**config.mk**
```make
export PLATFORM = sky130hd
export DESIGN_NAME = rdata_tx_state_machine
export DESIGN_NICKNAME = d
export VERILOG_FILES = /design/src/rtl/rdata_tx_state_machine.sv
export SDC_FILE = /design/constraint.sdc
export NUM_CORES = 1
export LEC_CHECK = 0
export BUFFER_PORTS_ARGS = -buffer_cell sky130_fd_sc_hd__buf_2
export CAP_MARGIN = 25
export CORE_MARGIN = 4
export CORE_UTILIZATION = 50
export DETAILED_ROUTE_END_ITERATION = 16
export GPL_TIMING_DRIVEN = 1
export PLACE_DENSITY = 0.73
export SYNTH_ARGS = -nofsm -noshare
export SYNTH_HDL_FRONTEND = slang
export SYNTH_SLANG_ARGS = --single-unit
export TNS_END_PERCENT = 5
```
**constraint.sdc**
```tcl
create_clock -name clk -period 3.11 [get_ports clk]
set_input_delay 0.622 -clock clk [delete_from_list [all_inputs] [get_ports clk]]
set_output_delay 0.622 -clock clk [all_outputs]
set_load 0.02 [all_outputs]
```
**src/rtl/rdata_tx_state_machine.sv**
```systemverilog
// rdata_tx_state_machine: serialises a read word LSB first over a valid/ready handshake,
// with an optional ready-low timeout that aborts the word.
module rdata_tx_state_machine #(
    parameter int DATA_WIDTH = 8,
    parameter int TIMEOUT    = 15
) (
    input  logic                  clk,
    input  logic                  reset,
    input  logic                  start,
    input  logic [DATA_WIDTH-1:0] datain,
    input  logic                  ready,
    output logic                  tx_data,
    output logic                  valid,
    output logic                  busy,
    output logic                  done,
    output logic                  error,
    output logic [4:0]            state_out
);
    typedef enum logic [1:0] {IDLE = 2'd0, SEND = 2'd1, DONE = 2'd2, ERROR = 2'd3} state_e;

    localparam int BW = $clog2(DATA_WIDTH + 1);
    localparam int WW = (TIMEOUT > 0) ? $clog2(TIMEOUT + 1) : 1;
    localparam logic [BW-1:0] LAST_BIT  = BW'(DATA_WIDTH - 1);
    localparam logic [WW-1:0] LAST_WAIT = WW'((TIMEOUT > 0) ? TIMEOUT - 1 : 0);

    state_e                state_q, state_d;
    logic [DATA_WIDTH-1:0] shift_q, shift_d;
    logic [BW-1:0]         bit_cnt_q, bit_cnt_d;
    logic [WW-1:0]         wait_cnt_q, wait_cnt_d;
    logic                  tx_q, valid_q, busy_q, done_q, error_q;

    always_comb begin
        state_d    = state_q;
        shift_d    = shift_q;
        bit_cnt_d  = bit_cnt_q;
        wait_cnt_d = wait_cnt_q;
        case (state_q)
            IDLE: if (start) begin
                state_d    = SEND;
                shift_d    = datain;
                bit_cnt_d  = '0;
                wait_cnt_d = '0;
            end
            SEND: if (ready) begin
                shift_d    = shift_q >> 1;
                bit_cnt_d  = bit_cnt_q + BW'(1);
                wait_cnt_d = '0;
                state_d    = (bit_cnt_q == LAST_BIT) ? DONE : SEND;
            end else if (TIMEOUT != 0) begin
                // a zero TIMEOUT freezes the counter so an endless stall never wraps it
                wait_cnt_d = wait_cnt_q + WW'(1);
                state_d    = (wait_cnt_q == LAST_WAIT) ? ERROR : SEND;
            end
            default: state_d = IDLE;
        endcase
    end

    // outputs are registered from the next state so they carry no path from ready or start
    always_ff @(posedge clk or negedge reset) begin
        if (!reset) begin
            state_q    <= IDLE;
            shift_q    <= '0;
            bit_cnt_q  <= '0;
            wait_cnt_q <= '0;
            tx_q       <= 1'b0;
            valid_q    <= 1'b0;
            busy_q     <= 1'b0;
            done_q     <= 1'b0;
            error_q    <= 1'b0;
        end else begin
            state_q    <= state_d;
            shift_q    <= shift_d;
            bit_cnt_q  <= bit_cnt_d;
            wait_cnt_q <= wait_cnt_d;
            tx_q       <= (state_d == SEND) && shift_d[0];
            valid_q    <= state_d == SEND;
            busy_q     <= state_d != IDLE;
            done_q     <= state_d == DONE;
            error_q    <= state_d == ERROR;
        end
    end

    assign tx_data   = tx_q;
    assign valid     = valid_q;
    assign busy      = busy_q;
    assign done      = done_q;
    assign error     = error_q;
    assign state_out = {3'b000, state_q};
endmodule

```
==> flow_metrics.py <==
metrics = {
    "routing": {
        "drt_wl_total_um": 1940,
        "routed-via-count": 776,
        "firstDrtPassIters": 4,
        "via_per_inst": 5.32,
        "post-route-drc-count": 0,
        "antenna_left": 0,
        "wl_per_cell_um": 13.3,
        "first_iter_violations": 17,
    },
    "clock_tree": {
        "cts_num_sinks": 23,
        "clkSlewWorstSetupHoldPaths_ps": 130,
        "worstSkewPairLatency_ps": 310,
        "post_cts.resized_instances": 0,
        "tritoncts": "yes",
        "clock_tree.htree_level_count": 1,
        "numCtsBuffers": 3,
        "clock_path_buffers": 2,
        "cts_root_buf": "clkbuf_4",
        "cts_setup_buffers": 0,
        "ctsHoldBuffers": 0,
    },
    "timing": {
        "final-hold-violation-count": 0,
        "final_max_slew_viol_count": 0,
        "fin_crit_sh_pct": 61.8,
        "worst_slew_pin_tran_ps": 558,
        "setup-violations-final": 0,
        "max_slew_margin_pct": 62.8,
        "rsz0062_at_grt": "no",
        "setup_tns_ps": 0,
        "final.min_clock_period_ps": 1920,
        "fmax_ghz": 0.521,
        "timing.clock.skew_ps": 1.17,
    },
    "setup_path": {
        "worstSetupPathType": "flip-flop to primary output",
        "worst_path_max_fanout": 20,
        "slowest_delay_ps": 720,
        "critical_path.top_delay_family": "flip-flops",
        "cp.buffers_inverters": 1,
        "crit_chain": "buf_2",
        "startpoint_type": "flip-flop",
        "critical_path_required_ps": 2490,
        "cpMaxStageDelayCell": "dfrtp_1",
        "worstPathArrival_ps": 1300,
        "setup.worst_path.end_class": "primary output",
    },
    "yosys": {
        "yosysTopAreaCell": "dfrtp_1",
        "synthesis.yosys.warnings": 0,
        "synth_seq_cells": 23,
        "number_of_enable_type_register_cells_in_the_synthesized_netlist": 0,
        "synth_top_cells_by_count": "dfrtp_1, o21ai_0, nand2_1",
        "syn_area_per_cell_um2": 10.9,
        "synthArstFlopShare_pct": 100,
        "synth.top_cell.area_share_pct": 51.7,
        "yosysMostFrequentCell": "dfrtp_1",
        "synth.yosys.seq_area_share_pct": 51.7,
        "ys_top_cells_by_area": "dfrtp_1, o21ai_0, a22oi_1",
        "post_synth_num_cell_types": 32,
        "synth_area_mm2": 0.00111,
        "postSynthCellCount": 102,
        "synth_ff_type": "dfrtp_1",
    },
    "final_layout": {
        "layout-drive-gt1-share_pct": 26.9,
        "layout.core_utilization_pct": 59.4,
        "final_nets": 135,
        "fillers": 182,
        "flow.area_growth_from_synthesis_pct": 9.11,
        "n_antenna_cell": 0,
    },
    "global_routing": {
        "wire_length_of_the_first_global_routing_pass_um": 3090,
        "globalRoute.totalOverflow": 0,
        "initial_antenna_violation_count": 0,
        "grt_pass1_vias": 717,
        "gr-usage-all-layers_pct": 14.5,
        "largest_net_degree_at_the_start_of_global_routing": 24,
    },
    "status": {
        "run_status": "complete, no violations",
    },
    "placement": {
        "port_buffers": 18,
        "place_congestion": 0.770,
        "detailedPlacementHpwl_um": 1390,
    },
    "power": {
        "cellPowerDensity_mw_per_mm2": 767,
        "power.leakage_nw": 0.584,
        "vdd.ir_drop.worst_mv": 0.478,
    },
    "hold_path": {
        "worst_hold_path_type": "input port to async pin",
    },
    "die": {
        "fp-row-count": 16,
        "design.core.area_mm2": 0.00204,
        "start_util_pct": 54.5,
        "die_height_um": 55.2,
        "floorplan.die.width_um": 55.2,
        "ioPinCount": 22,
        "full_die_area_mm2": 0.00304,
    },
    "flow_run": {
        "max_cap_viol_count": 0,
    },
}
cell usage in the layout (no fill, tap or decap), types with 3 or more instances in the layout:
| cell type | instances |
|---|---|
| a22oi_1 | 6 |
| conb_1 | 3 |
| inv_1 | 3 |
| nor2_1 | 7 |
| clkbuf_4 | 3 |
| nand3_1 | 4 |
| nand2_1 | 11 |
| dfrtp_1 | 23 |
| ha_1 | 3 |
| o21ai_0 | 14 |
| buf_2 | 18 |
final cells by class:
type	count	area (um2)	share of cell area [%]
inverter	3	11.3	0.928
multi-input combinational	71	473	39.0
clock buffer	3	22.5	1.86
timing repair buffer	18	90.1	7.42
clock inverter	1	7.51	0.619
sequential	23	576	47.4
tap	27	33.8	2.78
through the flow:
stage               hold slack [ps]  cells  setup slack, ps  instance area, um2  power [mW]
floorplan                       326    104             1740                1120       0.726
global placement                466    142             1540                1180       0.789
detailed placement              484    142             1520                1180       0.798
CTS                             263    146             1180                1210       0.939
global route                    274    146             1100                1210        1.00
finish                          256    146             1190                1210       0.931
registers in the layout, summed over array words and instances (netlist names):
register,cells
state_q,2
busy,1
bit_cnt_q,4
wait_cnt_q,4
error,1
tx_data,1
shift_q,8
done,1
valid,1
cell families after synthesis:
kind of cell | share of synthesized area (%)
flip-flops | 51.7
multiplexers | 2.14
XOR/XNOR | 1.58
adder cells (fa/ha/maj) | 3.37
AO/OA/AOI/OAI | 17.4
buffers and inverters | 6.41
other | 0.337
AND/OR/NAND/NOR | 17.0
per-layer routing:
metal | up-vias | wire length, um | global-route usage (%) | share of wire (%)
li1 | 384 | - | - | -
met1 | 371 | 925 | 20.1 | 48
met2 | 19 | 911 | 22.2 | 47
met3 | 2 | 93 | 2.41 | 4.8
met4 | 0 | 10 | 6.07 | 0.52
met5 | - | 0 | 0 | 0
final timing paths:
| kind | start | slack [ps] | cells past startpoint | to |
|---|---|---|---|---|
| max | state_q[1]$_DFF_PN0_ | 1190 | 1 | state_out[1] |
| min in group clk | shift_q[2]$_DFFE_PN0P_ | 510 | 2 | shift_q[1]$_DFFE_PN0P_ |
| max in group asynchronous | reset | 2520 | 1 | wait_cnt_q[3]$_DFFE_PN0P_ |
| min reg2reg | shift_q[2]$_DFFE_PN0P_ | 510 | 2 | shift_q[1]$_DFFE_PN0P_ |
| min | reset | 260 | 1 | done$_DFF_PN0_ |
| max reg2reg | state_q[0]$_DFF_PN0_ | 1600 | 3 | tx_data$_DFF_PN0_ |
report_power, final:
group          switching, mW  leakage, nW  total, mW  internal (mW)
Combinational          0.168        0.276      0.305          0.137
Sequential            0.0853        0.294      0.485          0.400
Clock                 0.0916       0.0139      0.141         0.0490
Total                  0.345        0.584      0.931          0.586
No activity file was read; power rests on OpenSTA's default activity.
